--- src/rtl/uart_burst_input_handler.sv ---
// uart_burst_input_handler: parses 'L'+hex command/address/count header and a burst of hex data words
module uart_burst_input_handler #(
  parameter int CMD_WIDTH   = 32,
  parameter int ADDR_WIDTH  = 32,
  parameter int DATA_WIDTH  = 32,
  parameter int COUNT_WIDTH = 8,
  parameter int MAX_WORDS   = 16,
  parameter int TIMEOUT     = 1000
) (
  input  logic                   clk,
  input  logic                   rst,
  input  logic                   byte_available_i,
  input  logic [7:0]             byte_i,
  output logic [CMD_WIDTH-1:0]   command_o,
  output logic [ADDR_WIDTH-1:0]  address_o,
  output logic [COUNT_WIDTH-1:0] word_count_o,
  output logic                   header_ready_o,
  output logic [DATA_WIDTH-1:0]  data_o,
  output logic                   data_valid_o,
  output logic [COUNT_WIDTH-1:0] data_index_o,
  output logic                   done_o,
  output logic                   error_o,
  output logic                   timeout_o,
  output logic                   busy_o
);
  localparam int CD = CMD_WIDTH / 4;
  localparam int AD = ADDR_WIDTH / 4;
  localparam int DD = DATA_WIDTH / 4;
  localparam int KD = COUNT_WIDTH / 4;
  localparam int MD = CD > AD ? (CD > DD ? (CD > KD ? CD : KD) : (DD > KD ? DD : KD)) : (AD > DD ? (AD > KD ? AD : KD) : (DD > KD ? DD : KD));
  localparam int NW = $clog2(MD + 1);
  localparam int TW = $clog2(TIMEOUT + 1);
  typedef enum logic [2:0] {IDLE, CMD, ADDR, COUNT, DATA} state_t;
  state_t state_q;
  logic [NW-1:0] nib_q;
  logic [TW-1:0] tmo_q;
  logic [COUNT_WIDTH-1:0] widx_q;
  logic hex;
  logic last;
  logic [3:0] nib;
  logic [NW-1:0] lim;
  logic [COUNT_WIDTH-1:0] cnt_d;
  assign busy_o = state_q != IDLE;
  // Decode the incoming character and spot the final digit of the current field
  always_comb begin
    hex = byte_i inside {["0":"9"], ["A":"F"], ["a":"f"]};
    nib = byte_i <= "9" ? byte_i[3:0] : byte_i[3:0] + 4'd9;
    lim = state_q == CMD ? NW'(CD - 1) : state_q == ADDR ? NW'(AD - 1) : state_q == COUNT ? NW'(KD - 1) : NW'(DD - 1);
    last = nib_q == lim;
    cnt_d = (word_count_o << 4) | COUNT_WIDTH'(nib);
  end
  // Packet FSM: field shifting, registered pulses and inter-byte timeout
  always_ff @(posedge clk) begin
    if (rst) begin
      state_q <= IDLE;
      nib_q <= '0;
      tmo_q <= '0;
      widx_q <= '0;
      command_o <= '0;
      address_o <= '0;
      word_count_o <= '0;
      data_o <= '0;
      data_index_o <= '0;
      header_ready_o <= 1'b0;
      data_valid_o <= 1'b0;
      done_o <= 1'b0;
      error_o <= 1'b0;
      timeout_o <= 1'b0;
    end else begin
      header_ready_o <= 1'b0;
      data_valid_o <= 1'b0;
      done_o <= 1'b0;
      error_o <= 1'b0;
      timeout_o <= 1'b0;
      if (state_q == IDLE) begin
        tmo_q <= '0;
        nib_q <= '0;
        if (byte_available_i && byte_i == "L") state_q <= CMD;
      end else if (byte_available_i) begin
        tmo_q <= '0;
        if (!hex) begin
          error_o <= 1'b1;
          nib_q <= '0;
          state_q <= byte_i == "L" ? CMD : IDLE;
        end else begin
          nib_q <= last ? '0 : nib_q + 1'b1;
          case (state_q)
            CMD: begin
              command_o <= (command_o << 4) | CMD_WIDTH'(nib);
              if (last) state_q <= ADDR;
            end
            ADDR: begin
              address_o <= (address_o << 4) | ADDR_WIDTH'(nib);
              if (last) state_q <= COUNT;
            end
            COUNT: begin
              word_count_o <= cnt_d;
              if (last) begin
                if (cnt_d > COUNT_WIDTH'(MAX_WORDS)) begin
                  error_o <= 1'b1;
                  state_q <= IDLE;
                end else begin
                  header_ready_o <= 1'b1;
                  widx_q <= '0;
                  data_index_o <= '0;
                  done_o <= cnt_d == '0;
                  state_q <= cnt_d == '0 ? IDLE : DATA;
                end
              end
            end
            DATA: begin
              data_o <= (data_o << 4) | DATA_WIDTH'(nib);
              if (last) begin
                data_valid_o <= 1'b1;
                data_index_o <= widx_q;
                widx_q <= widx_q + 1'b1;
                done_o <= widx_q == word_count_o - 1'b1;
                if (widx_q == word_count_o - 1'b1) state_q <= IDLE;
              end
            end
            default: state_q <= IDLE;
          endcase
        end
      end else if (tmo_q == TW'(TIMEOUT - 1)) begin
        timeout_o <= 1'b1;
        tmo_q <= '0;
        state_q <= IDLE;
      end else begin
        tmo_q <= tmo_q + 1'b1;
      end
    end
  end
endmodule
--- config.mk ---
export PLATFORM = sky130hd
export DESIGN_NAME = uart_burst_input_handler
export DESIGN_NICKNAME = d
export VERILOG_FILES = /design/src/rtl/uart_burst_input_handler.sv
export SDC_FILE = /design/constraint.sdc
export NUM_CORES = 1
export LEC_CHECK = 0
export ABC_AREA = 1
export BUFFER_PORTS_ARGS = -buffer_cell sky130_fd_sc_hd__buf_2
export CAP_MARGIN = 25
export CORE_AREA = 2 2 74 147
export CTS_CLUSTER_DIAMETER = 150
export DETAILED_ROUTE_END_ITERATION = 12
export DIE_AREA = 0 0 76 149
export PLACE_DENSITY = 0.83
export SLEW_MARGIN = 20
export SYNTH_ARGS = -nofsm -noshare
export SYNTH_HDL_FRONTEND = slang
export SYNTH_SLANG_ARGS = --single-unit
export TNS_END_PERCENT = 50
--- constraint.sdc ---
create_clock -name clk -period 4 [get_ports clk]
set_input_delay 0.8 -clock clk [delete_from_list [all_inputs] [get_ports clk]]
set_output_delay 0.8 -clock clk [all_outputs]
set_load 0.1 [all_outputs]
; Word-level counts from Yosys, hierarchy flattened
; Cells that the tools add are included.
; Widths: inputs -> output; s select.
[op_classes]
n_eq_ne = 17
add_sub_neg = 5
div = 0
muxes = 37
bitwise = 10
reduce_logical = 23
multipliers = 0
order_cmp = 7
shift = 0
[op_table]
columns = cell, count
row1 = $or 32x4->32, 3
row2 = $mux 3, 15
row3 = $mux 8, 4
row4 = $pmux 8 s2, 2
row5 = $ge 8x7->1 const B, 2
row6 = $le 8x7->1 const B, 2
row7 = $reduce_and 4->1, 4
row8 = $ne 5x4->1 const B, 3
row9 = $reduce_and 7->1, 2
row10 = $mux 4, 3
row11 = $pmux 3 s4, 1
row12 = $mux 1, 11
row13 = $add 10x1->10 const B, 1
row14 = $eq 10x10->1 const B, 1
row15 = $ne 5x5->1 const B, 2
row16 = $reduce_bool 3->1, 3
row17 = $add 8x1->8 const B, 1
row18 = $eq 8x7->1 const B, 1
row19 = $eq 8x8->1, 1
row20 = $ge 8x6->1 const B, 1
row21 = $gt 8x5->1 const B, 1
row22 = $le 8x6->1 const B, 1
row23 = $logic_not 8->1, 1
row24 = $or 8x4->8, 1
row25 = other kinds (19), 32
[word_totals]
in_bits = 11
elab_cells = 113
mem_count = 0
ramBits = 0
latchBits = 0
mem_bits_ro = 0
reg_bits = 142

; Logic depth before layout (Yosys ltp)
[logic_depth]
word_depth = 11
depth_mapped = 16
mapped_depth_nobuf = 15

; Worst setup path after synthesis
; OpenSTA, ideal clock, no wires.
[synth_timing]
path_type = input to register
start = input port byte_i[0]
end = register widx_q[3]
path_buffers = 1
required_ns = 3.885
path_stages = 15
arrival_ns = 2.225
path_slack_ns = 1.660
cell_sequence = inv_1 > ha_1 > o21ai_1 > nand2_2 > nand3_1 > nand2_1 > nor2_2 > nand3_2 > nand2_2 > nand3_2 > nand2_2 > buf_6 > nand3_1 > nand2_1 > nor2_1
[synth_between]
elab_chain_len = 6
word_cells_on_any_way = 16
cone_classes = 1 x add/sub / 7 x order compare / 1 x eq/ne / 1 x mux / 1 x bitwise / 5 x reduce/logical
[synth_rtl]
columns = item, line
row1 = start: declaration, 13  ; input logic [7:0] byte_i,
row2 = $le 8x6->1 or $add 4x4->4 (tied branches), "46, 47"
row3 = $mux 4, 47  ; nib = byte_i <= "9" ? byte_i[3:0] : byte_i[3:0] + 4'd9;
row4 = $or 8x4->8, 50  ; cnt_d = (word_count_o << 4) | COUNT_WIDTH'(nib);
row5 = $gt 8x5->1, 99  ; if (cnt_d > COUNT_WIDTH'(MAX_WORDS)) begin
row6 = $ne 2x2->1 (no source line), --
row7 = $reduce_and 7->1 (no source line) *, --
row8 = end signal: assignment, 116  ; widx_q <= widx_q + 1'b1;
row9 = end: declaration, 37  ; logic [COUNT_WIDTH-1:0] widx_q;
; Mark *: on every way between the ends. The rest lies on a longest branch, timed or not.
; A chain may end at the register's enable or synchronous reset.

; Final worst setup path
[layout_timing]
start = input port byte_i[0]
end = register command_o[15]
[layout_between]
elab_chain_len = 4
word_cells_on_any_way = 11
cone_classes = 6 x order compare / 5 x reduce/logical
[layout_rtl]
columns = item, line
row1 = "$ge 8x6->1, or another cell as far along", 46  ; hex = byte_i inside {["0":"9"], ["A":"F"], ["a":"f"]};
row2 = $logic_and 1x1->1, 46
row3 = $reduce_bool 3->1 *, 46
row4 = $reduce_and 4->1 (no source line) *, --
row5 = end signal: assignment, 89  ; command_o <= (command_o << 4) | CMD_WIDTH'(nib);
row6 = end: declaration, 14  ; output logic [CMD_WIDTH-1:0] command_o,
; Marks and branches as above.

==> key figures <==
Routing
  • Detailed-route via count: 5460
  • Total length of routed wires: 13500 µm
  • Drc violations: 0
  • 1st-pass router iterations: 5
  • Post-DR wirelength/cell: 13.0 µm
  • DR iter-0 viols: 265
  • Post-route antenna net violation count: 0
  • DR vias/cell: 5.26

Floorplanning
  • Initial Util: 56.6%
  • Die area: 0.0113 mm²
  • Core area: 0.0103 mm²
  • Die W: 76 µm
  • Die boundary height: 149 µm
  • Row count: 53
  • Io pins: 129

Clocking
  • Reg clk slew, reported paths: 0.06 ns
  • Post-CTS resize count: 0
  • Cts hold-fix bufs: 0
  • Max clock buf depth: 2
  • Cts bufs inserted: 17
  • Clock Root Buffer: clkbuf_16
  • H-tree Lvls: 4
  • Clock sink count: 142
  • Clock Latency Late Sink: 0.41 ns
  • Post-CTS Setup Repair Bufs: 0
  • CTS tree: built

Job
  • Max Cap Violations: 0

Power and ir drop
  • Cell Pwr Density: 502 mW/mm²
  • Share of power burned in combinational logic: 14.0%
  • Part of the power in the clock network: 45.0%
  • Switch share: 28.5%
  • P_sw: 1.02 mW
  • Share of power burned in registers: 41.1%
  • LEAKAGE: 3.47 nW
  • Peak supply drop: 0.000393 V
  • Pint: 2.56 mW

Yosys
  • Library cells used by synthesis: 38
  • Post-synthesis register bit count: 142
  • Synth Net Count: 790
  • Post-Syn Instances: 770
  • Sequential-to-total area share from yosys stat: 48.9%
  • Mapped Area: 0.00582 mm²
  • Yosys warns: 0
  • Mean Syn Cell Area: 7.55 µm²

STA
  • Fin crit share: 65.6%
  • Final setup violation count: 0
  • Max_slew headroom: 50.4%
  • Highest clock rate: 381 MHz
  • Worst Clk Skew: 0.0104 ns
  • RSZ-0062 raised after global routing: false
  • Slew @ Worst Pin: 0.743 ns
  • Post-route setup TNS: 0 ns
  • Fin. Hold Viols: 0
  • Final min period: 2.63 ns
  • Max-slew violations: 0
  • Hold slack final: 0.460 ns

Final layout
  • Area of the multi-input gates: 0.00262 mm²
  • Final instance area: 0.00713 mm²
  • Area grow syn2layout: 22.6%
  • NumNets Final: 909
  • Fin util: 69.4%
  • Final Non-Filler Cells: 1039
  • # diodes: 0
  • Fillcell total: 857
  • Register Area: 0.00284 mm²
  • Layout cells sized above 1: 22.3%

Setup path
  • WS Path Type: primary input to flip-flop
  • CP endpoint kind: flip-flop
  • R2R Setup Slk: 1.84 ns
  • Crit path top cell by count: nand2_1
  • Critical Path AT: 2.92 ns
  • CP required: 4.30 ns
  • Worst path max stage delay: 0.51 ns
  • Reg2reg end: data_o[11]
  • Critical path cell sequence: buf_2 > inv_1 > ha_1 > inv_1 > nand2_1 > nand2_1 > nand2_2 > nand3_2 > nor2_4 > nand2_1 > clkinv_1 > buf_4 > nor2_1 > nor2_1
  • Worst-path maximum fanout: 26
  • Worst R2R Path Depth: 8
  • Nature of the critical path startpoint: primary input
  • Cell with the largest stage delay on the worst path: clkinv_1
  • RR Startpoint: state_q[0]

Global route
  • Total gr overflow: 0
  • Global route hottest layer: met2
  • First-pass GRT wire length: 23000 µm
  • GR Util All Layers: 24.6%
  • Vias in the first global route: 5078
  • Antenna violations before repair: 0
  • Met2 GRT Util: 41.5%
  • Largest net degree at the start of global routing: 56
  • Met1 usage: 30.1%
  • Met3 Resource Use GR: 6.23%

Hold path
  • Hold WC Path Type: flip-flop to flip-flop
  • Hold_sp: data_index_o[1]
  • Hold Path Sink: data_index_o[1]
  • Hold Path Depth: 2

Place
  • GP Congestion: 0.874
  • IO Port Bufs: 128
  • Dpl hpwl: 9330 µm
  • Placement-stage cell area: 0.00652 mm²
  • DP Cell Count: 1007

Outcome
  • Status: complete, no violations
[placed cells by master, fill, tap and decap left out, drive strengths merged, types with 5 or more instances in the layout]
master,Yosys,layout
a21oi,39,39
buf,13,135
clkbuf,22,20
clkinv,2,5
dfxtp,142,142
ha,9,9
inv,49,51
nand2,82,82
nand3,33,33
nor2,217,217
nor3,12,12
o21ai,108,108
xnor2,6,6
xor2,11,11
[layout make-up]
| cell class | count | area share (%) |
|---|---|---|
| tap | 137 | 2.40 |
| sequential | 142 | 39.9 |
| clock inverter | 12 | 2.25 |
| inverter | 51 | 2.68 |
| multi-input combinational | 542 | 36.7 |
| timing repair buffer | 135 | 9.72 |
| clock buffer | 20 | 6.40 |
[flip-flops by register name, indices dropped and copies added (netlist names)]
register        cells
data_valid_o        1
done_o              1
state_q             3
address_o          32
data_o             32
timeout_o           1
word_count_o        8
widx_q              8
error_o             1
command_o          32
nib_q               4
header_ready_o      1
tmo_q              10
data_index_o        8
[power groups by stage]
stage | combinational, mW | clock, mW | sequential [mW]
3_3_place_gp | 0.488 | 0 | 1.50
2_1_floorplan | 0.268 | 0 | 1.63
4_1_cts | 0.498 | 1.64 | 1.47
6_report | 0.500 | 1.61 | 1.47
3_5_place_dp | 0.494 | 0 | 1.50
5_1_grt | 0.542 | 1.70 | 1.48
[cell families (layout without fill, tap and decap cells)]
kind of cell    count (synthesis)  count (layout)  synth area share, %
buf+inv                        86             218                 6.13
compound gates                160             160                 14.4
fa+ha+maj                       9               9                 1.94
xor+xnor                       17              17                 2.56
simple gates                  356             356                 26.1
flops                         142             142                 48.9
[per-stage QoR]
stage | total power [mW] | setup slack (ns)
after floorplan | 1.90 | 1.66
after global placement | 1.99 | 1.05
after detailed placement | 2.00 | 0.952
after CTS | 3.61 | 1.38
after global routing | 3.72 | 1.10
final | 3.58 | 1.37
[critical path: cells and delay by family]
family | cells | cell delay (ns)
adder cells (fa/ha/maj) | 1 | 0.23
buffers and inverters | 5 | 1.21
AND/OR/NAND/NOR | 8 | 0.68
[cell usage after synthesis]
library cell	n	area share (%)
nor2_1	210	14
a31oi_1	3	0.32
nor4_1	3	0.32
clkbuf_1	22	1.4
nand3_2	6	1.0
or2_2	1	0.11
o21ai_1	5	0.43
nand3_1	27	2.3
nand2_1	75	4.8
nor2_2	5	0.54
o21bai_1	1	0.13
buf_6	1	0.19
a211oi_1	3	0.39
o21ai_0	103	8.9
buf_4	5	0.65
nand3b_1	1	0.13
a21oi_1	37	3.2
inv_2	11	0.71
nand4_4	1	0.37
ha_1	9	1.9
a32oi_1	1	0.15
nor3_1	12	1.0
buf_2	6	0.52
o311ai_0	1	0.15
inv_1	38	2.5
xnor2_1	6	0.90
o21a_1	2	0.26
nor3b_1	3	0.39
o211ai_1	1	0.13
buf_1	1	0.064
a21oi_2	2	0.30
nand4_1	3	0.32
dfxtp_1	142	49
xor2_1	11	1.7
nor2_4	2	0.39
nand2_2	7	0.75
o22ai_1	1	0.11
clkinv_1	2	0.13
[layer usage]
metal | share of wire (%) | vias up | wire (µm)
met5 | 0 | - | 0
met4 | 1.8 | 0 | 250
met3 | 6.4 | 18 | 861
met2 | 49 | 187 | 6580
met1 | 43 | 2521 | 5840
li1 | - | 2734 | -
[worst max-delay path by stage]
stage | startpoint | end | slack (ns) | depth (start not counted)
2_1_floorplan | byte_i[0] | widx_q[3] | 1.66 | 15
5_1_grt | byte_i[0] | command_o[19] | 1.10 | 14
6_report | byte_i[0] | command_o[15] | 1.37 | 14
3_5_place_dp | byte_i[0] | command_o[3] | 0.95 | 13
4_1_cts | byte_i[0] | command_o[3] | 1.38 | 13
3_3_place_gp | byte_i[0] | command_o[20] | 1.05 | 14
(Power assumes the default switching activity.)
